<file path="src/rtl/cache_types_pkg.sv">
// rtl/cache_types_pkg.sv - shared widths and adapter state encoding for the cache line adapter
package cache_types_pkg;

    localparam int LINE_W = 256;
    localparam int BEAT_W = 64;
    localparam int BEATS  = 4;

    // Beat index of the final beat of a line transfer.
    localparam logic [1:0] LAST_BEAT = 2'(BEATS - 1);

    typedef enum logic [1:0] {
        IDLE  = 2'd0,
        READ  = 2'd1,
        WRITE = 2'd2,
        DONE  = 2'd3
    } adapter_state_t;

endpackage

</file>
<file path="src/rtl/cacheline_adapter.sv">
// rtl/cacheline_adapter.sv - bridges a 256-bit cache line port to a 64-bit four-beat memory burst port
//
// Purpose: a line fill collects four 64-bit memory beats into the line buffer;
// a write-back latches a 256-bit line and replays it as four beats. The cache
// sees a single one-cycle resp_o per line transfer.
//
// Ports:
//   clk, rst     clock, synchronous active-high reset
//   line_i       write-back line from cache
//   line_o       line buffer contents (fill result) to cache
//   address_i    line address from cache
//   read_i       cache line-read request (level, held until resp_o)
//   write_i      cache line-write request (level, held until resp_o)
//   resp_o       one-cycle completion pulse to cache
//   burst_i      read beat from memory
//   burst_o      write beat to memory
//   address_o    line-aligned burst address to memory
//   read_o       memory burst read request
//   write_o      memory burst write request
//   resp_i       memory beat acknowledge, one per beat
module cacheline_adapter
    import cache_types_pkg::*;
(
    input  logic              clk,
    input  logic              rst,
    input  logic [LINE_W-1:0] line_i,
    output logic [LINE_W-1:0] line_o,
    input  logic [31:0]       address_i,
    input  logic              read_i,
    input  logic              write_i,
    output logic              resp_o,
    input  logic [BEAT_W-1:0] burst_i,
    output logic [BEAT_W-1:0] burst_o,
    output logic [31:0]       address_o,
    output logic              read_o,
    output logic              write_o,
    input  logic              resp_i
);

    adapter_state_t    state_q, state_d;
    logic [1:0]        cnt_q, cnt_d;
    logic [LINE_W-1:0] buf_q, buf_d;
    logic [31:0]       addr_q, addr_d;

    // Bit offset of the current beat inside the line buffer.
    logic [7:0]        beat_ofs;
    assign beat_ofs = {cnt_q, 6'b0};

    always_ff @(posedge clk) begin
        if (rst) begin
            state_q <= IDLE;
            cnt_q   <= 2'd0;
            buf_q   <= '0;
            addr_q  <= '0;
        end else begin
            state_q <= state_d;
            cnt_q   <= cnt_d;
            buf_q   <= buf_d;
            addr_q  <= addr_d;
        end
    end

    always_comb begin
        state_d = state_q;
        cnt_d   = cnt_q;
        buf_d   = buf_q;
        addr_d  = addr_q;
        read_o  = 1'b0;
        write_o = 1'b0;
        resp_o  = 1'b0;
        burst_o = '0;

        unique case (state_q)
            IDLE: begin
                // Write wins over read; resp_i is deliberately not looked at here.
                if (write_i) begin
                    buf_d   = line_i;
                    addr_d  = address_i;
                    cnt_d   = 2'd0;
                    state_d = WRITE;
                end else if (read_i) begin
                    addr_d  = address_i;
                    cnt_d   = 2'd0;
                    state_d = READ;
                end
            end

            READ: begin
                read_o = 1'b1;
                if (resp_i) begin
                    buf_d[beat_ofs +: BEAT_W] = burst_i;
                    cnt_d = cnt_q + 2'd1;
                    if (cnt_q == LAST_BEAT) begin
                        state_d = DONE;
                    end
                end
            end

            WRITE: begin
                write_o = 1'b1;
                burst_o = buf_q[beat_ofs +: BEAT_W];
                if (resp_i) begin
                    cnt_d = cnt_q + 2'd1;
                    if (cnt_q == LAST_BEAT) begin
                        state_d = DONE;
                    end
                end
            end

            DONE: begin
                // Requests are not sampled here: the cache is still holding the
                // level it raised for the transfer that just completed.
                resp_o  = 1'b1;
                cnt_d   = 2'd0;
                state_d = IDLE;
            end

            default: begin
                state_d = IDLE;
            end
        endcase
    end

    assign address_o = {addr_q[31:5], 5'b0};
    assign line_o    = buf_q;

endmodule

</file>
<file path="config.mk">
export PLATFORM = sky130hd
export DESIGN_NAME = cacheline_adapter
export DESIGN_NICKNAME = d
export VERILOG_FILES = /design/src/rtl/cache_types_pkg.sv /design/src/rtl/cacheline_adapter.sv
export SDC_FILE = /design/constraint.sdc
export NUM_CORES = 1
export LEC_CHECK = 0
export ABC_AREA = 1
export CORE_AREA = 4 4 274 276
export CTS_CLUSTER_DIAMETER = 150
export DETAILED_ROUTE_END_ITERATION = 16
export DIE_AREA = 0 0 278 280
export SLEW_MARGIN = 25
export SYNTH_ARGS = -nofsm -noshare
export SYNTH_HDL_FRONTEND = slang
export SYNTH_SLANG_ARGS = --single-unit
</file>
<file path="constraint.sdc">
create_clock -name clk -period 3.9 [get_ports clk]
set_input_delay 0.975 -clock clk [delete_from_list [all_inputs] [get_ports clk]]
set_output_delay 0.975 -clock clk [all_outputs]
set_load 0.005 [all_outputs]
</file>
==> out/results.tsv <==
metric	value	unit
status	finished, final reports clean	
Setup WS post-layout	0.258	ns
Die W	278	um
Post-Synthesis Cells	3203	
post-synthesis sequential area ratio	31.9	%
combinational cell fraction of total power	56.6	%
RSZ-0062 raised after global routing	no	
GP Congestion	0.868	
initial drt markers	1843	
worst clock skew	0.0153	ns
DP HPWL	64.4	mm
# Post-CTS Setup Buffers	0	
GRT Residual Overflow	0	
TritonCTS Buffers	40	
Worst-Skew Late Latency	0.56	ns
DIE HEIGHT	280	um
filler instances	7892	
Max Root-Sink Buffers	3	
via count	22170	
layout cells sized above 1	3.61	%
Netlist cell types	24	
Total Wirelength	94.6	mm
Worst Path Arrival	2.67	ns
critical path's slowest cell	clkdlybuf4s50_1	
MaxCap Viol Count	0	
startpoint type of the worst setup path	register	
Port Buf Inserts	701	
Worst Path Max Fanout	20	
final-report max-slew violation count	0	
clk slew on worst S/H paths	0.05	ns
P_int	0.0116	W
clock power share	17.4	%
CP max stage delay	0.57	ns
sequential power share	26.0	%
first drt pass iteration count	7	
antenna viol nets, final	0	
cts hold-fix bufs	0	
top cells by area, synth	dfxtp_1 32%, nand2_1 21%, nor2_1 13%, inv_1 6.9%, o21ai_0 6.2%	
mean post-synth cell area	5.63	um^2
switching part of the total	44.3	%
RR Startpoint	cnt_q[1]	
Layout Cells excl Fill	4765	
Total Routing Usage GR	23.0	%
reg-to-reg critical path endpoint	line_o[122]	
register-to-register setup slack	0.87	ns
Final Critical Period	3.64	ns
CTS H-tree lvls	2	
hold endpoint	addr_q[31]	
Vias/cell	4.65	
pre-CTS setup slack	0.507	ns
#FFs+latches synth	287	
Hold WC Path Type	reg -> reg	
most frequent cells in the layout	1006 x nand2_1, 701 x clkdlybuf4s50_1, 643 x nor2_1	
total power	0.0208	W
Layout area overhead	51.1	%
TritonCTS clock tree	built	
reg2reg path depth	8	
pin count of the biggest net entering global routing	119	
Crit Path Class	reg -> out	
initial antenna violation count	18	
Worst-Margin Slew	1.02	ns
Critical Path, Cell by Cell	inv_1 > ha_1 > clkinv_4 > buf_4 > a21oi_1 > clkdlybuf4s50_1	
core area	72600	um^2
share of the synthesized area in the top cell type	31.9	%
Initial Util	24.8	%
nets	4132	
Slew HR	31.9	%
FP Rows	99	
most common cell after layout, fill and taps aside	nand2_1	
IO Count	712	
die area	77800	um^2
YS warnings	0	
FMAX	0.275	GHz
placed insts	4682	
Leakage Power	12.4	nW
final setup fails	0	
Mapped Area	18000	um^2
Pwr Density	763	nW/um^2
HP Start	addr_q[31]	
vias in the first global route	20981	
Routed WL per cell	19.8	um
CTS root buf	clkbuf_16	
flip-flop and latch area	5750	um^2
maximum vdd ir drop	618	uV
Switching Power	0.00920	W
hold depth	2	
cell taking the most area after synthesis	dfxtp_1	
setup total negative slack	0	ns
Setup crit end kind	output port	
Clock Sinks	287	
Final Cycle Share	93.4	%
drt drc	0	
Fin. Hold Viols	0	
first-pass GRT wire length	138	mm
Multi-input gate area	10000	um^2
Worst Path Required	2.92	ns
registers in the layout (all words and copies together) (netlist names):
signal and count:
cnt_q 2, addr_q 27, line_o 256, state_q 2
metal layers:
layer / wire [um] / global-route usage (%) / up-vias / part of all wire [%]
li1: - / - / 10950 / -
met1: 39200 / 29.2 / 10057 / 41
met2: 44700 / 38.6 / 985 / 47
met3: 7530 / 4.95 / 170 / 8.0
met4: 3060 / 8.50 / 8 / 3.2
met5: 62 / 0 / - / 0.066
how the worst max path moves through the flow:
stage	depth (start not counted)	slack [ns]	from	endpoint
floorplan	7	1.64	cnt_q[0]	burst_o[54]
global placement	6	0.55	state_q[0]	burst_o[43]
detailed placement	6	0.51	state_q[0]	burst_o[52]
CTS	6	0.21	state_q[0]	burst_o[52]
global route	6	0.13	state_q[0]	burst_o[43]
finish	6	0.26	state_q[0]	burst_o[33]
cell families (layout without fill, tap and decap cells):
logic type | after synthesis | after routing | share of synthesized area, %
buffers and inverters | 578 | 1164 | 13.2
AOI/OAI and AO/OA | 470 | 470 | 13.1
adders and majority gates | 10 | 10 | 0.694
other | 1 | 18 | 0.0208
DFF | 287 | 287 | 31.9
and+or+nand+nor | 1857 | 1857 | 41.2
through the flow:
step                      util (%)  hold slack [ns]  area [um^2]
after floorplan                  -            0.502        18000
after global placement        35.7            0.492        25900
after detailed placement      35.7            0.498        25900
after CTS                     37.4            0.514        27200
after global routing          37.5            0.529        27200
final                         37.5            0.512        27200
cells in the mapped netlist:
library cell and n:
a21oi_1 194, a21oi_2 1, buf_1 6, buf_2 118, buf_4 12, buf_6 1
clkbuf_1 101, clkinv_1 1, conb_1 1, dfxtp_1 287, ha_1 10, inv_1 332
inv_2 7, nand2_1 1006, nand2_2 1, nand2_4 1, nand3_1 136, nand3_2 1
nand3b_1 64, nand4_1 2, nor2_1 644, nor2_4 2, o21ai_0 223, o21ai_1 52
timing repair:
item                                    CTS  global route
endpoints found under the setup margin   25             0
resized for setup                         1             0
hold endpoints to repair                  0             0
critical path, delay by kind of cell, from the launching register on:
kind	cells	cell delay, ns
flops	1	0.32
fa+ha+maj	1	0.24
compound gates	1	0.17
buf+inv	4	1.35
power by group through the flow:
stage                     registers, W  clock network, W  logic [W]
after floorplan                0.00528                 0    0.00585
after global placement         0.00540                 0     0.0117
after detailed placement       0.00542                 0     0.0117
after CTS                      0.00538           0.00372     0.0118
after global routing           0.00554           0.00383     0.0130
final                          0.00540           0.00361     0.0117
final cells by class:
class | count | area share (%)
multi-input cells | 2342 | 36.8
repair buffers | 754 | 28.2
flip-flops and latches | 287 | 21.1
inverters | 340 | 4.78
well taps | 959 | 4.41
clock buffers | 59 | 4.20
clock inverters | 11 | 0.372
diodes | 13 | 0.120
No activity file was read; power rests on OpenSTA's default activity.
